File: src/rtl/rega_multizona_if.sv
// rtl/rega_multizona_if.sv - Sensor inputs and valve/status outputs of the multi-zone irrigation controller
interface rega_multizona_if #(
  parameter int ZONES = 4,
  parameter int CNT_W = 8
);
  localparam int IDX_W = $clog2(ZONES);

  logic             H, M, L;
  logic [ZONES-1:0] Us;
  logic             Ua, T;
  logic             Ve, Al, Bs, Vs;
  logic [ZONES-1:0] Zona_sel;
  logic [IDX_W-1:0] Zona_idx;
  logic [CNT_W-1:0] Tempo_restante;
  logic             Ocupado;

  modport master (
    output H, M, L, Us, Ua, T,
    input  Ve, Al, Bs, Vs, Zona_sel, Zona_idx, Tempo_restante, Ocupado
  );

  modport slave (
    input  H, M, L, Us, Ua, T,
    output Ve, Al, Bs, Vs, Zona_sel, Zona_idx, Tempo_restante, Ocupado
  );
endinterface

File: src/rtl/rega_multizona.sv
// rtl/rega_multizona.sv - Round-robin multi-zone irrigation FSM with tank inlet hysteresis and level alarm
module rega_multizona #(
  parameter int ZONES    = 4,
  parameter int TICK_DIV = 50000000,
  parameter int ASP_TIME = 30,
  parameter int GOT_TIME = 60,
  parameter int GAP_TIME = 2,
  parameter int CNT_W    = 8
) (
  input  logic           clock,
  input  logic           Rst,
  rega_multizona_if.slave bus
);
  localparam int IDX_W = $clog2(ZONES);
  localparam int PW    = $clog2(TICK_DIV);

  typedef enum logic [1:0] {OCIOSO, IRRIGA, PAUSA, ERRO} state_t;

  state_t           state_q, state_d;
  logic [PW-1:0]    presc_q;
  logic [IDX_W-1:0] ptr_q, ptr_d, zone_q, zone_d, cand;
  logic             spr_q, spr_d;
  logic [CNT_W-1:0] tmr_q, tmr_d, gap_q, gap_d, rem_q, rem_d;
  logic             ve_q, ve_d, al_q, al_d, bs_q, bs_d, vs_q, vs_d, ocup_q, ocup_d;
  logic [ZONES-1:0] sel_q, sel_d;
  logic [2:0]       hml;
  logic             tick, lvl_ok, crit, spr_now, req_now, req_act, found;

  function automatic logic [IDX_W-1:0] wrap_add(input logic [IDX_W-1:0] a, input int b);
    int s;
    s = int'(a) + b;
    if (s >= ZONES) s = s - ZONES;
    return IDX_W'(s);
  endfunction

  assign tick    = (presc_q == PW'(TICK_DIV - 1));
  assign hml     = {bus.H, bus.M, bus.L};
  assign lvl_ok  = hml inside {3'b000, 3'b001, 3'b011, 3'b111};
  assign crit    = (hml == 3'b000);
  assign spr_now = !bus.T && !bus.Ua;
  assign req_now = spr_now ? bus.M : bus.L;
  assign req_act = spr_q ? bus.M : bus.L;

  // Scan downward so the last hit, i.e. the one closest above the pointer, wins.
  always_comb begin
    found = 1'b0;
    cand  = ptr_q;
    for (int i = ZONES - 1; i >= 0; i--) begin
      if (bus.Us[wrap_add(ptr_q, i)]) begin
        found = 1'b1;
        cand  = wrap_add(ptr_q, i);
      end
    end
  end

  always_comb begin
    state_d = state_q;
    ptr_d   = ptr_q;
    zone_d  = zone_q;
    spr_d   = spr_q;
    tmr_d   = tmr_q;
    gap_d   = gap_q;
    if (!lvl_ok) begin
      state_d = ERRO;
    end else begin
      case (state_q)
        OCIOSO: if (found && req_now) begin
          state_d = IRRIGA;
          zone_d  = cand;
          spr_d   = spr_now;
          tmr_d   = spr_now ? CNT_W'(ASP_TIME) : CNT_W'(GOT_TIME);
        end
        IRRIGA: begin
          if (!bus.Us[zone_q] || !req_act || (tick && tmr_q == CNT_W'(1))) begin
            state_d = PAUSA;
            gap_d   = CNT_W'(GAP_TIME);
            ptr_d   = wrap_add(zone_q, 1);
          end else if (tick) begin
            tmr_d = tmr_q - 1'b1;
          end
        end
        PAUSA: begin
          if (gap_q == '0) state_d = OCIOSO;
          else if (tick)   gap_d   = gap_q - 1'b1;
        end
        default: if (tick) state_d = OCIOSO;
      endcase
    end

    // Inlet hysteresis: open below medium, close at high, hold in between.
    ve_d = ve_q;
    if (!bus.M) ve_d = 1'b1;
    if (bus.H)  ve_d = 1'b0;
    if (state_d == ERRO) ve_d = 1'b0;

    al_d   = (state_d == ERRO) || crit;
    bs_d   = (state_d == IRRIGA) && spr_d;
    vs_d   = (state_d == IRRIGA) && !spr_d;
    sel_d  = (state_d == IRRIGA) ? (ZONES'(1) << zone_d) : '0;
    rem_d  = (state_d == IRRIGA) ? tmr_d : '0;
    ocup_d = (state_d == IRRIGA) || (state_d == PAUSA);
  end

  always_ff @(posedge clock) begin
    if (!Rst) begin
      state_q <= OCIOSO;
      presc_q <= '0;
      ptr_q   <= '0;
      zone_q  <= '0;
      spr_q   <= 1'b0;
      tmr_q   <= '0;
      gap_q   <= '0;
      ve_q    <= 1'b0;
      al_q    <= 1'b0;
      bs_q    <= 1'b0;
      vs_q    <= 1'b0;
      sel_q   <= '0;
      rem_q   <= '0;
      ocup_q  <= 1'b0;
    end else begin
      state_q <= state_d;
      presc_q <= tick ? '0 : presc_q + 1'b1;
      ptr_q   <= ptr_d;
      zone_q  <= zone_d;
      spr_q   <= spr_d;
      tmr_q   <= tmr_d;
      gap_q   <= gap_d;
      ve_q    <= ve_d;
      al_q    <= al_d;
      bs_q    <= bs_d;
      vs_q    <= vs_d;
      sel_q   <= sel_d;
      rem_q   <= rem_d;
      ocup_q  <= ocup_d;
    end
  end

  assign bus.Ve             = ve_q;
  assign bus.Al             = al_q;
  assign bus.Bs             = bs_q;
  assign bus.Vs             = vs_q;
  assign bus.Zona_sel       = sel_q;
  assign bus.Zona_idx       = zone_q;
  assign bus.Tempo_restante = rem_q;
  assign bus.Ocupado        = ocup_q;
endmodule

File: src/flat_wrapper.sv
// flat-port wrapper written by rule: the top's interface ports become plain ports
module rega_multizona_flat 
#(
  parameter int ZONES    = 4,
  parameter int TICK_DIV = 50000000,
  parameter int ASP_TIME = 30,
  parameter int GOT_TIME = 60,
  parameter int GAP_TIME = 2,
  parameter int CNT_W    = 8
)
  (clock, Rst, bus_H, bus_M, bus_L, bus_Us, bus_Ua, bus_T, bus_Ve, bus_Al, bus_Bs, bus_Vs, bus_Zona_sel, bus_Zona_idx, bus_Tempo_restante, bus_Ocupado);
  rega_multizona_if #(.ZONES(ZONES), .CNT_W(CNT_W)) bus_i ();
  input  logic clock;
  input  logic Rst;
  input wire logic [$bits(bus_i.H)-1:0] bus_H;
  input wire logic [$bits(bus_i.M)-1:0] bus_M;
  input wire logic [$bits(bus_i.L)-1:0] bus_L;
  input wire logic [$bits(bus_i.Us)-1:0] bus_Us;
  input wire logic [$bits(bus_i.Ua)-1:0] bus_Ua;
  input wire logic [$bits(bus_i.T)-1:0] bus_T;
  output wire logic [$bits(bus_i.Ve)-1:0] bus_Ve;
  output wire logic [$bits(bus_i.Al)-1:0] bus_Al;
  output wire logic [$bits(bus_i.Bs)-1:0] bus_Bs;
  output wire logic [$bits(bus_i.Vs)-1:0] bus_Vs;
  output wire logic [$bits(bus_i.Zona_sel)-1:0] bus_Zona_sel;
  output wire logic [$bits(bus_i.Zona_idx)-1:0] bus_Zona_idx;
  output wire logic [$bits(bus_i.Tempo_restante)-1:0] bus_Tempo_restante;
  output wire logic [$bits(bus_i.Ocupado)-1:0] bus_Ocupado;
  assign bus_i.H = bus_H;
  assign bus_i.M = bus_M;
  assign bus_i.L = bus_L;
  assign bus_i.Us = bus_Us;
  assign bus_i.Ua = bus_Ua;
  assign bus_i.T = bus_T;
  assign bus_Ve = bus_i.Ve;
  assign bus_Al = bus_i.Al;
  assign bus_Bs = bus_i.Bs;
  assign bus_Vs = bus_i.Vs;
  assign bus_Zona_sel = bus_i.Zona_sel;
  assign bus_Zona_idx = bus_i.Zona_idx;
  assign bus_Tempo_restante = bus_i.Tempo_restante;
  assign bus_Ocupado = bus_i.Ocupado;
  rega_multizona #(.ZONES(ZONES), .TICK_DIV(TICK_DIV), .ASP_TIME(ASP_TIME), .GOT_TIME(GOT_TIME), .GAP_TIME(GAP_TIME), .CNT_W(CNT_W)) u_core (.clock(clock), .Rst(Rst), .bus(bus_i));
endmodule
File: config.mk
export PLATFORM = sky130hd
export DESIGN_NAME = rega_multizona_flat
export DESIGN_NICKNAME = d
export VERILOG_FILES = /design/src/rtl/rega_multizona_if.sv /design/src/rtl/rega_multizona.sv /design/src/flat_wrapper.sv
export SDC_FILE = /design/constraint.sdc
export NUM_CORES = 1
export LEC_CHECK = 0
export BUFFER_PORTS_ARGS = -buffer_cell sky130_fd_sc_hd__buf_4
export CAP_MARGIN = 20
export CORE_ASPECT_RATIO = 2
export CORE_UTILIZATION = 51
export CTS_CLUSTER_DIAMETER = 30
export DETAILED_ROUTE_END_ITERATION = 16
export GPL_TIMING_DRIVEN = 0
export HOLD_SLACK_MARGIN = 0.06
export PLACE_DENSITY = 0.73
export SYNTH_ARGS = -nofsm -noshare
export SYNTH_HDL_FRONTEND = slang
export SYNTH_SLANG_ARGS = --single-unit
File: constraint.sdc
create_clock -name clock -period 2.26 [get_ports clock]
set_clock_uncertainty 0.05 [all_clocks]
set_input_delay 0.113 -clock clock [delete_from_list [all_inputs] [get_ports clock]]
set_output_delay 0.113 -clock clock [all_outputs]
set_load 0.01 [all_outputs]
# After elaboration in Yosys (flattened, before gate mapping)
# Cells that the tools add are included.
# totals
ff_bits,66
input_bits,11
out_inout_bits,19
wordCells,122
# op_classes
n_addsub,12
order_cmp,10
eq_ne,13
shifts,1
muxes,47
n_bitwise,1
reduce_logical,24
# ops
cell,count
two-way mux 8 bit,7
two-way mux 2 bit,17
one-hot mux 8 bit (2 select lines),2
"adder 26 x 1 -> 26 bit, second input constant",1
"== test 26 bit, second input constant",1
"subtractor 8 x 1 -> 8 bit, second input constant",2
"less-than comparator 2 x 3 -> 1 bit, second input constant",5
two-way mux 1 bit,14
">= comparator 3 bit, second input constant",4
binary-select mux 1 bit (select 2 bit),5
"subtractor 2 x 1 -> 2 bit, second input constant",5
"== test 8 x 1 -> 1 bit, second input constant",1
zero test 8 bit,1
"adder 2 x 1 -> 3 bit, second input constant",2
"adder 2 x 2 -> 3 bit, second input constant",2
"== test 2 bit, second input constant",3
two-way mux 6 bit,1
one-hot mux 2 bit (3 select lines),1
logical AND 1 bit,5
zero test 1 bit,5
AND reduction 5 bit,1
"== test 2 x 1 -> 1 bit, second input constant",2
logical OR 1 bit,4
"inequality test 2 x 1 -> 1 bit, second input constant",2
15 further kinds,15

# Logic depth before layout (Yosys ltp)
# Gate-level depths: netlist (run 1).
# logic_depth
depth_word,15
ltp_mapped,11
mapped_depth_nobuf,11

# Least setup slack after synthesis (run 1)
# No wires, ideal clock.
# synth_timing
kind,reg2reg
start,reg u_core.presc_q[0]
end,reg u_core.ve_q (netlist: u_core.bus.Ve)
setup_time_ns,0.115
arrival_time_ns,2.310
required_time_ns,2.095
slack_ns,-0.214
stages_incl_launch_ff,10
path_cell_list,dfxtp_1 -> ha_1 -> nand3_1 -> nor4_1 -> buf_2 -> nand2_1 -> a31o_1 -> or3_1 -> ha_1 -> a2111oi_0
# synth_via
elab_chain_cells,8
# synth_rtl
element,line,text
start: declaration,rega_multizona.sv:20,logic [PW-1:0] presc_q;
start signal: assignment,rega_multizona.sv:122,presc_q <= tick ? '0 : presc_q + 1'b1;
== test 26 bit *,rega_multizona.sv:36,assign tick = (presc_q == PW'(TICK_DIV - 1));
logical AND 1 bit,rega_multizona.sv:74,if (!bus.Us[zone_q] || !req_act || (tick && tmr_q == CNT_W'(1))) begin
logical OR 1 bit,rega_multizona.sv:74,
two-way mux 2 bit,rega_multizona.sv:74,
one-hot mux 2 bit (3 select lines) *,rega_multizona.sv:66,case (state_q)
two-way mux 2 bit *,rega_multizona.sv:63,if (!lvl_ok) begin
net u_core.state_d[1],rega_multizona.sv:19,"state_t state_q, state_d;"
== test 2 bit *,rega_multizona.sv:94,if (state_d == ERRO) ve_d = 1'b0;
OR reduction 3 bit (no source line) *,-,
end signal: assignment,rega_multizona.sv:128,ve_q <= ve_d;
end: declaration,rega_multizona.sv:24,"logic ve_q, ve_d, al_q, al_d, bs_q, bs_d, vs_q, vs_d, ocup_q, ocup_d;"
# Mark *: on every way through the listed nets, which the timed path passes. The rest lies on a longest branch.
# A chain may end at the register's enable or synchronous reset.

# Worst setup path after layout (run 1)
# layout_timing
start,reg u_core.presc_q[8]
end,reg u_core.sel_q[1] (netlist: u_core.bus.Zona_sel[1])
# layout_via
elab_chain_cells,8
# layout_rtl
element,line,text
== test 26 bit *,rega_multizona.sv:36,
logical AND 1 bit,rega_multizona.sv:74,
logical OR 1 bit,rega_multizona.sv:74,
two-way mux 2 bit,rega_multizona.sv:74,
one-hot mux 2 bit (3 select lines) *,rega_multizona.sv:66,
two-way mux 2 bit *,rega_multizona.sv:63,
net u_core.state_d[0],rega_multizona.sv:19,
== test 2 x 1 -> 1 bit *,rega_multizona.sv:99,sel_d = (state_d == IRRIGA) ? (ZONES'(1) << zone_d) : '0;
AND reduction 2 bit (no source line) *,-,
end signal: assignment,rega_multizona.sv:132,sel_q <= sel_d;
end: declaration,rega_multizona.sv:25,"logic [ZONES-1:0] sel_q, sel_d;"
# Marked as above.

==> results.md, run 1 <==
* Worst Path Arrival at around 2600 ps
* 1st-iter DRT viols at about 240
* Core box area at 6361 sq um
* CTS Buf Count at 9
* GPL Wtd Cong at 0.9235
* Clock Tree Buf Depth at 2
* PwrDens at 726.7 nW/um^2
* Num rows at between 40 and 50
* Clk pwr share at a little under half
* Synth warn at 0
* Grt met1 use at approximately 28%
* WL/cell at 17.88 um
* Synth Area per Inst at roughly 8.6 sq um
* Clock sink count at 66
* CP Max Fanout at 5
* Sequential share of power at 38.2%
* Worst-path clk slew at approximately 50 ps
* Max cap viols at 0
* First-pass GRT wire length at 15160 um
* Port bufs at 28
* Final min period at 2463 ps
* Met3 Usage GRT at under 10%
* Final period utilization at 109.0%
* Unrepaired setup endpoints after global routing: true
* Largest net degree at the start of global routing at 12
* Tot GR Track Use at between 20 and 30%
* Die ar. at ~7000 sq um
* Remaining Overflow, GRT at 0
* Sequential area share after synthesis at about two fifths
* Root buffer cell: clkbuf_16
* Initial antenna violation count at 0
* Setup ws final at -202.6 ps
* Final setup violation count at 24
* Layout Nets at 472
* Switching share of power at a little over a quarter
* Top-level port count at 30
* Commonest non-fill, non-tap cell in the layout: dfxtp_1
* Final Cell Area at between 4000 and 5000 sq um
* Int Pwr at roughly 2.4 mW
* Static leakage at 1.693 nW
* Seq cells post-synth at between 60 and 70
* Die extent in y at roughly 120 um
* CTS tree: yes
* Setup CP Type: register to register
* Fin. Hold Viols at 0
* Peak Freq at 406.1 MHz
* Worst setup startpoint: u_core.presc_q[8]
* Starting Density at 53.58%
* Placed cell area at 3799 sq um
* Residual DRC count at 0
* Core Util, Final at a little under three quarters
* Met2 usage at 49.51%
* Vias per inst at about 6
* Commonest cells after routing, fill and taps aside: dfxtp_1, nor2_1, buf_4
* Worst-Skew Late Latency at 340 ps
* Synthesized area at 3408 sq um
* Rel. slew slack at 56.24%
* Beginning of the worst hold path: bus_H
* Post-synthesis cell count at slightly below 400
* Number of global-route vias before repair at around 3200
* Layout cell share with drive strength beyond 1 at approximately 30%
* CP Launch Type: register
* Comb power frac at approximately 17%
* Crit path capture type: register
* Post-DP HPWL at about 6600 um
* RR Startpoint: u_core.presc_q[8]
* Worst-Margin Slew at approximately 650 ps
* WP data required at 2420 ps
* Area grow syn2layout at 33.85%
* Worst IR Drop VDD at approximately 0.00055 V
* Total power draw at roughly 3.3 mW
* ANT cells at 0
* Die W at about 60 um
* Netlist cell types at 63
* Most Crowded Layer GR: met2
* H-Tree Depth at 3
* Post-synth ARST share at 0%
* Post-synth EDFFs at 0
* Routed via count at about 3300
* Top FF cell, synth: dfxtp_1
* Final Slew Violations at 0
* Synth Net Count at around 420
* Post-Route WL at 9763 um
* Hold crit path type: primary input to register
* Switching pwr at between 0.8 and 0.9 mW
* Detail Route Antenna Nets at 0
* DRT Pass-1 Iters at 5
* Run status: finished, violations left
* DP Worst Slack at -495.3 ps
* Failing checks: negative setup slack
cell type report:
type,count,area [sq um]
flip-flops and latches,66,1336
inverters,12,45.04
plain buffers,15,96.34
clock buffers,11,242.7
well taps,86,107.6
fillers,493,1799
clock inverters,5,77.57
repair buffers,47,379.1
multi-input cells,304,2277
power groups by stage:
stage | combinational, mW | clock (mW) | sequential (mW)
final | 0.553 | 1.49 | 1.27
after global routing | 0.598 | 1.55 | 1.27
after CTS | 0.482 | 1.51 | 1.26
after detailed placement | 0.441 | 0 | 1.28
after global placement | 0.432 | 0 | 1.28
after floorplan | 0.308 | 0 | 1.28
final timing paths:
path,end,slack [ps],depth (start not counted)
worst min-delay path,u_core.bus.Al,80,4
worst max-delay path,u_core.bus.Zona_sel[1],-200,11
worst min register to register,u_core.presc_q[0],420,1
worst max register to register,u_core.bus.Zona_sel[1],-200,11
synth_stat cells (10+ instances only):
library cell / instances / area (sq um)
dfxtp_1: 66 / 1321
nor2_1: 48 / 180.2
nand2_1: 28 / 105.1
nor3_1: 22 / 110.1
nand3_1: 17 / 85.08
a21oi_1: 16 / 80.08
xnor2_1: 16 / 140.1
mux2i_1: 13 / 130.1
inv_1: 12 / 45.04
nand2b_1: 10 / 62.56
nand4_1: 10 / 62.56
o21ai_0: 10 / 50.05
flip-flops by register name, summed over array words and instances, names as in the netlist, 2 cells and up:
signal and flops:
u_core.bus.Tempo_restante 8, u_core.bus.Zona_idx 2, u_core.bus.Zona_sel 4, u_core.gap_q 8, u_core.presc_q 26, u_core.ptr_q 2
u_core.state_q 2, u_core.tmr_q 8
cells by family (layout without fill, tap and decap cells):
group	after synthesis	count (layout)	share of synthesized area, %
flip-flops	66	66	38.77
AND/OR/NAND/NOR	183	183	28.60
buffers and inverters	28	90	3.487
adder cells (fa/ha/maj)	6	6	2.203
AO/OA/AOI/OAI	75	75	15.53
multiplexers	16	16	5.249
XOR/XNOR	24	24	6.167
layer usage:
layer / vias to the layer above / share of wire (%)
li1: 1562 / -
met1: 1565 / 35
met5: - / 0
met3: 51 / 4.7
met4: 0 / 6.1
met2: 126 / 54
through the flow:
stage | setup TNS, ps | hold slack [ps] | instances
after global routing | -5200 | 86.70 | 546
after global placement | -5277 | 277.6 | 512
after CTS | -2162 | 79.07 | 542
after floorplan | -233.6 | 146.1 | 398
final | -2962 | 80.29 | 546
after detailed placement | -7162 | 278.0 | 512
worst max-delay path: stages (launching register included):
cell and delay, ps:
dfxtp_4 350, or4bb_4 560, nor3_4 200, buf_6 130
buf_6 90, and3b_2 210, or3_4 150, nand3_4 90
ha_4 210, nand2_4 80, clkbuf_16 170, nor3b_2 50
timing repair:
item,CTS,global route
setup endpoints to repair,26,34
gates resized for setup,30,39
cloned,1,0
buffers inserted,10,5
pin swaps,12,25
hold buffers,3,0
hold endpoints to repair,2,0
(Power assumes the default switching activity.)
==> run 2: changes to the inputs <==
--- a/config.mk
+++ b/config.mk
@@ -14,6 +14,7 @@
 export GPL_TIMING_DRIVEN = 0
 export HOLD_SLACK_MARGIN = 0.06
 export PLACE_DENSITY = 0.73
+export SKIP_CTS_REPAIR_TIMING = 1
 export SYNTH_ARGS = -nofsm -noshare
 export SYNTH_HDL_FRONTEND = slang
 export SYNTH_SLANG_ARGS = --single-unit
==> run 2 against run 1 <==
Compared with the run above: the run still ends with negative setup slack left; design area shrank 1.2%; clock power is essentially flat; cell count shrank 0.92%; largest cell class unchanged; highest routed layer unchanged.
==> results.md, run 2 (synthesis results as in run 1) <==
* Int Pwr at 2.441 mW (was 2.436 mW)
* Clk pwr share at 45.1% (about the same)
* Switching pwr at 0.8770 mW (was 0.8790 mW)
* Switching share of power at 26.43% (was 26.52%)
* WL/cell at 17.35 um (was 17.88 um)
* Critical register-to-register path endpoint: u_core.bus.Al (was u_core.bus.Zona_sel[1])
* Die extent in y at 117.6 um (unchanged)
* Largest net degree at the start of global routing at 12 (unchanged)
* CTS tree: yes (unchanged)
* Starting Density at 53.58% (unchanged)
* 1st-iter DRT viols at 245 (was 242)
* Worst-Margin Slew at 683.0 ps (was 650.4 ps)
* Largest register by flop count: u_core.presc_q (unchanged)
* First-pass GRT wire length at 14370 um (was 15160 um)
* Initial antenna violation count at 0 (unchanged)
* Unrepaired setup endpoints after global routing: true (unchanged)
* Final Slew Violations at 0 (unchanged)
* Post-DP HPWL at 6556 um (unchanged)
* Peak Freq at 408.8 MHz (was 406.1 MHz)
* Rel. slew slack at 54.12% (was 56.24%)
* Root buffer cell: clkbuf_16 (unchanged)
* Die W at 59.81 um (unchanged)
* Setup CP Type: register to register (unchanged)
* Number of global-route vias before repair at 3070 (was 3215)
* Register-to-Register Path Depth at 9 (was 11)
* CP Launch Type: register (unchanged)
* Final setup violation count at 16 (was 24)
* Worst Path Arrival at 2590 ps (was 2620 ps)
* Vias per inst at 5.924 (was 6.051)
* Top-level port count at 30 (unchanged)
* Residual DRC count at 0 (unchanged)
* Detail Route Antenna Nets at 0 (unchanged)
* Worst-Skew Late Latency at 340 ps (about the same)
* PwrDens at 736.3 nW/um^2 (was 726.7 nW/um^2)
* Fin. Hold Viols at 0 (unchanged)
* CP Max Fanout at 4 (was 5)
* Sequential share of power at 38.1% (was 38.2%)
* CP Capture Point: u_core.bus.Al (was u_core.bus.Zona_sel[1])
* Clock Tree Buf Depth at 2 (unchanged)
* Post-route insts no fill at 541 (was 546)
* Commonest cells after routing, fill and taps aside: dfxtp_1, nor2_1, buf_4 (unchanged)
* ANT cells at 0 (unchanged)
* Die ar. at 7034 sq um (unchanged)
* Commonest non-fill, non-tap cell in the layout: dfxtp_1 (unchanged)
* Core box area at 6361 sq um (unchanged)
* WHS at 53.76 ps (was 80.29 ps)
* Failing checks: negative setup slack (unchanged)
* Max cap viols at 0 (unchanged)
* Max reg flops at 26 (unchanged)
* H-Tree Depth at 3 (unchanged)
* Worst-path clk slew at 60 ps (was 50 ps)
* DRT Pass-1 Iters at 6 (was 5)
* GPL Wtd Cong at 0.9235 (unchanged)
* Final Cell Area at 4507 sq um (was 4562 sq um)
* CTS Buf Count at 9 (unchanged)
* Area grow syn2layout at 32.23% (was 33.85%)
* RR Startpoint: u_core.presc_q[16] (was u_core.presc_q[8])
* Post-Route WL at 9386 um (was 9763 um)
* Clock sink count at 66 (unchanged)
* WP data required at 2400 ps (was 2420 ps)
* Crit path capture type: register (unchanged)
* Comb power frac at 16.7% (about the same)
* Hold crit path type: primary input to register (unchanged)
* Layout Nets at 467 (was 472)
* Static leakage at 1.678 nW (was 1.693 nW)
* Placed cell area at 3799 sq um (unchanged)
* Remaining Overflow, GRT at 0 (unchanged)
* R2R setup slack at -190 ps (was -200 ps)
* Final period utilization at 108.2% (was 109.0%)
* Run status: finished, violations left (unchanged)
* Final min period at 2446 ps (was 2463 ps)
* Placed Instances at 512 (unchanged)
* Worst setup startpoint: u_core.presc_q[16] (was u_core.presc_q[8])
* Num rows at 41 (unchanged)
* Tot GR Track Use at 27.07% (was 28.48%)
* Worst IR Drop VDD at 0.0005456 V (was 0.0005468 V)
* Setup ws final at -186.4 ps (was -202.6 ps)
* Port bufs at 28 (unchanged)
* Routed via count at 3205 (was 3304)
* Layout cell share with drive strength beyond 1 at 28.79% (was 29.78%)
-- run 2: stage by stage --
step                util [%]  setup TNS [ps]  setup slack (ps)  total power, mW
global route           70.85           -3172            -232.1            3.440
global placement       59.72           -5277            -399.2            1.714
CTS                    64.75           -7143            -480.0            3.214
detailed placement     59.72           -7162            -495.3            1.725
finish                 70.85           -1642            -186.4            3.318
floorplan                  -          -233.6            -164.4            1.587
-- run 2: cell type report --
class                      instances  area [sq um]
inverter                          12         45.04
tap                               86         107.6
buffer                            15         85.08
sequential                        66          1333
fill                             507          1854
timing repair buffer              42         335.3
multi-input combinational        304          2281
clock inverter                     5         77.57
clock buffer                      11         242.7
-- run 2: worst max-delay path: stages (launching register included) --
cell     delay (ps)
dfxtp_2         320
or4_4           560
nor3_4          210
buf_6           140
nand2_4          60
a31o_4          240
or3_4           400
ha_4            180
nor2_2           90
nor2_1           60
-- run 2: layer usage --
metal	vias to the layer above	share of wire, %	GRT usage, %
li1	1545	-	-
met1	1508	35	26.78
met5	-	0	0
met2	115	55	46.25
met3	37	4.6	5.824
met4	0	5.3	20.35
-- run 2: worst min-delay path by stage --
stage | depth (start not counted) | to | from
final | 2 | u_core.bus.Ve | bus_M
after global routing | 2 | u_core.bus.Ve | bus_M
after CTS | 2 | u_core.bus.Ve | bus_H
after detailed placement | 2 | u_core.bus.Ve | bus_H
after global placement | 2 | u_core.bus.Ve | bus_H
after floorplan | 1 | u_core.bus.Ve | bus_H
-- run 2: power groups by stage --
stage / sequential, mW / clock [mW] / combinational (mW)
CTS: 1.26 / 1.51 / 0.444
detailed placement: 1.28 / 0 / 0.441
global placement: 1.28 / 0 / 0.432
global route: 1.27 / 1.57 / 0.600
floorplan: 1.28 / 0 / 0.308
finish: 1.27 / 1.50 / 0.554
